$ cat config.mk
export PLATFORM = sky130hd
export DESIGN_NAME = uart_rx_fifo
export DESIGN_NICKNAME = d
export VERILOG_FILES = /design/src/rtl/uart_pkg.sv /design/src/rtl/fifo_mem.sv /design/src/rtl/uart_rx_fifo.sv
export SDC_FILE = /design/constraint.sdc
export NUM_CORES = 1
export LEC_CHECK = 0
export CAP_MARGIN = 20
export CORE_MARGIN = 2
export CORE_UTILIZATION = 51
export DETAILED_ROUTE_END_ITERATION = 12
export GPL_TIMING_DRIVEN = 0
export PLACE_DENSITY = 0.66
export SKIP_CTS_REPAIR_TIMING = 1
export SYNTH_ARGS = -nofsm -noshare
export SYNTH_HDL_FRONTEND = slang
export SYNTH_SLANG_ARGS = --single-unit
$ cat constraint.sdc
create_clock -name i_clk -period 5.74 [get_ports i_clk]
set_clock_uncertainty 0.05 [all_clocks]
set_input_delay 1.435 -clock i_clk [delete_from_list [all_inputs] [get_ports i_clk]]
set_output_delay 1.435 -clock i_clk [all_outputs]
set_load 0.1 [all_outputs]
$ cat src/rtl/uart_pkg.sv
// Shared UART constants for the expansion card.
// Used by the receiver, transmitter and receive FIFO.
package uart_pkg;

   localparam int UART_DATA_WIDTH = 8;
   localparam int UART_CLK_DIVIDE = 868;
   localparam int UART_FIFO_DEPTH = 16;

endpackage

$ cat src/rtl/fifo_mem.sv
// Byte storage for the receive FIFO.
// Synchronous write port, combinational read port.
module fifo_mem
   import uart_pkg::*;
#(
   parameter int DEPTH = UART_FIFO_DEPTH,
   parameter int AW    = $clog2(DEPTH)
) (
   input  logic                       i_clk,
   input  logic                       i_we,
   input  logic [AW-1:0]              i_wrAddr,
   input  logic [UART_DATA_WIDTH-1:0] i_wrData,
   input  logic [AW-1:0]              i_rdAddr,
   output logic [UART_DATA_WIDTH-1:0] o_rdData
);

   logic [UART_DATA_WIDTH-1:0] mem [DEPTH];

   // store one byte per enabled cycle
   always_ff @(posedge i_clk) begin
      if (i_we) begin
         mem[i_wrAddr] <= i_wrData;
      end
   end

   assign o_rdData = mem[i_rdAddr];

endmodule

$ cat src/rtl/uart_rx_fifo.sv
// Receive FIFO behind the UART receiver.
// First-word-fall-through, threshold irq, sticky overrun.
module uart_rx_fifo
   import uart_pkg::*;
#(
   parameter int DEPTH     = UART_FIFO_DEPTH,
   parameter int THRESHOLD = 1
) (
   input  logic                       i_clk,
   input  logic                       i_reset,
   input  logic                       i_valid,
   input  logic [UART_DATA_WIDTH-1:0] i_data,
   input  logic                       i_read,
   input  logic                       i_clearOverrun,
   output logic [UART_DATA_WIDTH-1:0] o_data,
   output logic                       o_empty,
   output logic                       o_full,
   output logic [$clog2(DEPTH):0]     o_count,
   output logic                       o_overrun,
   output logic                       o_irq
);

   localparam int AW = $clog2(DEPTH);
   localparam int CW = AW + 1;
   localparam logic [CW-1:0] DEPTH_C = CW'(DEPTH);
   localparam logic [CW-1:0] THR_C   = CW'(THRESHOLD);

   logic [AW-1:0]              wr_ptr;
   logic [AW-1:0]              rd_ptr;
   logic [CW-1:0]              count;
   logic                       overrun;
   logic                       empty;
   logic                       full;
   logic                       wr_ok;
   logic                       rd_ok;
   logic                       drop;
   logic [UART_DATA_WIDTH-1:0] rd_data;

   assign empty = (count == '0);
   assign full  = (count == DEPTH_C);

   // a full FIFO still takes a byte when a pop frees a slot this cycle
   assign wr_ok = i_valid & (~full | i_read);
   assign rd_ok = i_read & ~empty;
   assign drop  = i_valid & full & ~i_read;

   fifo_mem #(
      .DEPTH (DEPTH),
      .AW    (AW)
   ) u_mem (
      .i_clk    (i_clk),
      .i_we     (wr_ok),
      .i_wrAddr (wr_ptr),
      .i_wrData (i_data),
      .i_rdAddr (rd_ptr),
      .o_rdData (rd_data)
   );

   // advance pointers on accepted transfers
   always_ff @(posedge i_clk) begin
      if (i_reset) begin
         wr_ptr <= '0;
         rd_ptr <= '0;
      end else begin
         if (wr_ok) begin
            wr_ptr <= wr_ptr + AW'(1);
         end
         if (rd_ok) begin
            rd_ptr <= rd_ptr + AW'(1);
         end
      end
   end

   // occupancy tracks accepted writes minus accepted reads
   always_ff @(posedge i_clk) begin
      if (i_reset) begin
         count <= '0;
      end else begin
         case ({wr_ok, rd_ok})
            2'b10:   count <= count + CW'(1);
            2'b01:   count <= count - CW'(1);
            default: count <= count;
         endcase
      end
   end

   // sticky overrun; a new drop beats a clear in the same cycle
   always_ff @(posedge i_clk) begin
      if (i_reset) begin
         overrun <= 1'b0;
      end else if (drop) begin
         overrun <= 1'b1;
      end else if (i_clearOverrun) begin
         overrun <= 1'b0;
      end
   end

   assign o_data    = empty ? '0 : rd_data;
   assign o_empty   = empty;
   assign o_full    = full;
   assign o_count   = count;
   assign o_overrun = overrun;
   assign o_irq     = (count >= THR_C);

endmodule

==> results by group, run 1 <==
Global routing
  • Met3 usage: 4.35%
  • Met1 demand-to-capacity share in global routing: 26.1%
  • GRT met2 Usage: 31.5%
  • Antenna violations before repair: 0
  • GRT Total Usage: 19.4%
  • Largest net degree at the start of global routing: 17
  • Most used routing layer: met2
  • Total grt overflow: 0
  • First-pass GRT wire length: 17,400 µm
  • Vias in the first global route: 3,131

Routing
  • Drt drc: 0
  • Via count: 3,005
  • Final wirelength: 11,200 µm
  • Initial DRC Count: 236
  • Vias per cell: 5.75
  • Remaining antenna violation count: 0
  • Avg WL per Cell: 21.4 µm
  • First-pass DRT Iterations: 7

Critical path
  • CP arrival: 3440 ps
  • R2r setup slk: 2960 ps
  • CP peak stage delay: 1160 ps
  • Crit Reg-Reg Endpoint: o_count[3]
  • Crit. End Element: output pin
  • Req. time, crit path: 4260 ps
  • Max stage delay cell, worst path: clkdlybuf4s50_1
  • CP Class: reg -> out
  • CP startpoint kind: flip-flop
  • Path depth of the worst reg2reg path: 10
  • CP cell instances: inv_1, ha_1, or4b_1, clkbuf_1, o21ai_0, a21oi_1, clkdlybuf4s50_1
  • Worst r2r src: o_count[0]
  • CP max FO: 10

Floorplanning
  • # IOs: 30
  • Die Area: 12,500 µm²
  • Starting Density: 52.1%
  • Die X: 112 µm
  • Die height: 112 µm
  • Core area: 11,400 µm²
  • Row count: 39

Layout
  • Fillers: 806
  • Non-filler cells, final: 523
  • Final #Nets: 392
  • Commonest non-fill, non-tap cell in the layout: edfxtp_1
  • Sequential Area: 4200 µm²
  • Ratio of cells with drive above 1 in the final layout: 18.2%
  • Most frequent cells in the layout: edfxtp_1 (128), clkdlybuf4s50_1 (29), nor2_1 (25), mux4_2 (19), dfxtp_1 (18)
  • Multi-input gate area: 1590 µm²
  • Antenna Cells: 0
  • Final Cell Area: 7060 µm²
  • Area growth from synthesis to layout: 19.2%

Logic synthesis
  • Synthesis-stage register bit count: 146
  • Number of synthesized flops with an enable pin: 128
  • Synth warnings: 0
  • Syn Area/Cell: 18.6 µm²
  • Cell variety after synth: 37
  • Syn Inst Count: 319
  • Post-synthesis sequential area ratio: 71.0%
  • Top_reg_cell synth: edfxtp_1
  • Synthesized area: 5920 µm²
  • FFs w/ async S/R, synth: 0%
  • Syn Nets: 342

STA
  • Max-slew violations: 0
  • TNS Setup: 0 ps
  • Setup violators final: 0
  • Fmax: 0.203 GHz
  • Final Cycle Share: 85.7%
  • Hold Slack: 474 ps
  • Slew headroom: 34.4%
  • Unrepaired setup endpoints after global routing: no
  • Fin crit period: 4920 ps
  • Worst slew pin tran: 981 ps
  • Final hold viol count: 0

Place
  • Routability-driven placement congestion ratio: 0.778
  • Port-buffer cells: 29
  • # placed instances: 493
  • Placed instance area: 6410 µm²
  • DP HPWL: 7180 µm

Clocking
  • CTS Sinks: 146
  • CTS tree: yes
  • CTS buffer count: 17
  • Worst-skew pair later-pin latency: 410 ps
  • H-Tree Depth: 4
  • CTS clk-pin slew, worst paths: 60 ps
  • Clk buf depth: 2
  • CTS root buffer: clkbuf_16

Worst hold path
  • Hold path cells: 2
  • Worst Hold Path EP: wr_ptr[1]
  • HP Start: wr_ptr[1]
  • Worst Hold Class: reg -> reg

Power and ir drop
  • Pwr dens: 504 nW/µm²
  • Design Power: 3.55 mW
  • Leak: 2.33 nW
  • Worst-case vdd ir drop: 0.631 mV

Status
  • Run status: completed

Flow run
  • Max-cap viol count: 0
## how the worst max path moves through the flow
stage / start / to / slack, ps / cells after the start
detailed placement: o_count[0] / o_data[0] / 1270 / 7
CTS: o_count[0] / o_data[0] / 820 / 7
finish: o_count[0] / o_data[0] / 820 / 7
global route: o_count[0] / o_data[7] / 620 / 7
floorplan: o_count[0] / o_data[0] / 760 / 6
global placement: o_count[0] / o_data[0] / 1290 / 7
## flip-flops by register name, summed over array words and instances, names as in the netlist, named ones only
name	cells
o_count	5
o_overrun	1
rd_ptr	4
u_mem.mem	128
wr_ptr	4
## layout make-up
type	instances	share of cell area, %
clock inverters	12	3.03
well taps	143	2.54
multi-input cells	150	22.6
plain buffers	16	1.51
inverters	7	0.372
clock buffers	18	6.08
repair buffers	31	4.33
flip-flops and latches	146	59.6
## layer usage
layer | share of wire [%] | wire, µm
met4 | 0.96 | 108
met3 | 4.0 | 448
met2 | 51 | 5740
met1 | 44 | 4920
met5 | 0 | 0
## through the flow
stage	setup WS, ps	util (%)
floorplan	758	-
global placement	1290	56.2
detailed placement	1270	56.4
CTS	817	62.1
global route	623	62.1
finish	820	62.1
## report_power, final
part	leakage (nW)	total, mW	internal (mW)	switching (mW)
clock network	0.312	1.20	0.806	0.395
logic	0.714	1.13	0.356	0.775
registers	1.30	1.22	1.19	0.0307
total	2.33	3.55	2.35	1.20
## cell usage after synthesis, types with 6 or more instances
cell type / n / area share, %
nor2_1: 25 / 1.6
mux4_1: 13 / 5.8
a21oi_1: 13 / 1.1
mux2_2: 8 / 1.5
mux4_2: 19 / 7.2
mux2i_1: 10 / 1.7
edfxtp_1: 128 / 65
inv_1: 7 / 0.44
dfxtp_1: 18 / 6.1
nand2_1: 7 / 0.44
buf_2: 6 / 0.51
ha_1: 10 / 2.1
## worst max-delay path, delay by kind of cell, from the launching register on
family,cells,cell delay [ps]
adders and majority gates,1,230
DFF,1,450
AOI/OAI and AO/OA,2,440
and+or+nand+nor,1,190
buffers and inverters,3,1690
## logic make-up (layout without fill, tap and decap cells)
| kind of cell | count (synthesis) | after routing | share of synthesized area, % |
|---|---|---|---|
| compound gates | 26 | 26 | 2.32 |
| xor+xnor | 9 | 9 | 1.33 |
| fa+ha+maj | 10 | 10 | 2.11 |
| buf+inv | 23 | 84 | 2.24 |
| flops | 146 | 146 | 71.0 |
| mux | 50 | 50 | 16.2 |
| simple gates | 55 | 55 | 4.78 |
Note: power is estimated with default switching activity, not from simulation.
==> run 2, diff against run 1 <==
--- a/config.mk
+++ b/config.mk
@@ -12,6 +12,7 @@
 export GPL_TIMING_DRIVEN = 0
 export PLACE_DENSITY = 0.66
 export SKIP_CTS_REPAIR_TIMING = 1
+export SKIP_LAST_GASP = 1
 export SYNTH_ARGS = -nofsm -noshare
 export SYNTH_HDL_FRONTEND = slang
 export SYNTH_SLANG_ARGS = --single-unit
==> results of run 2 <==
The final DEF is identical to that of run 1; final timing and power are the same.
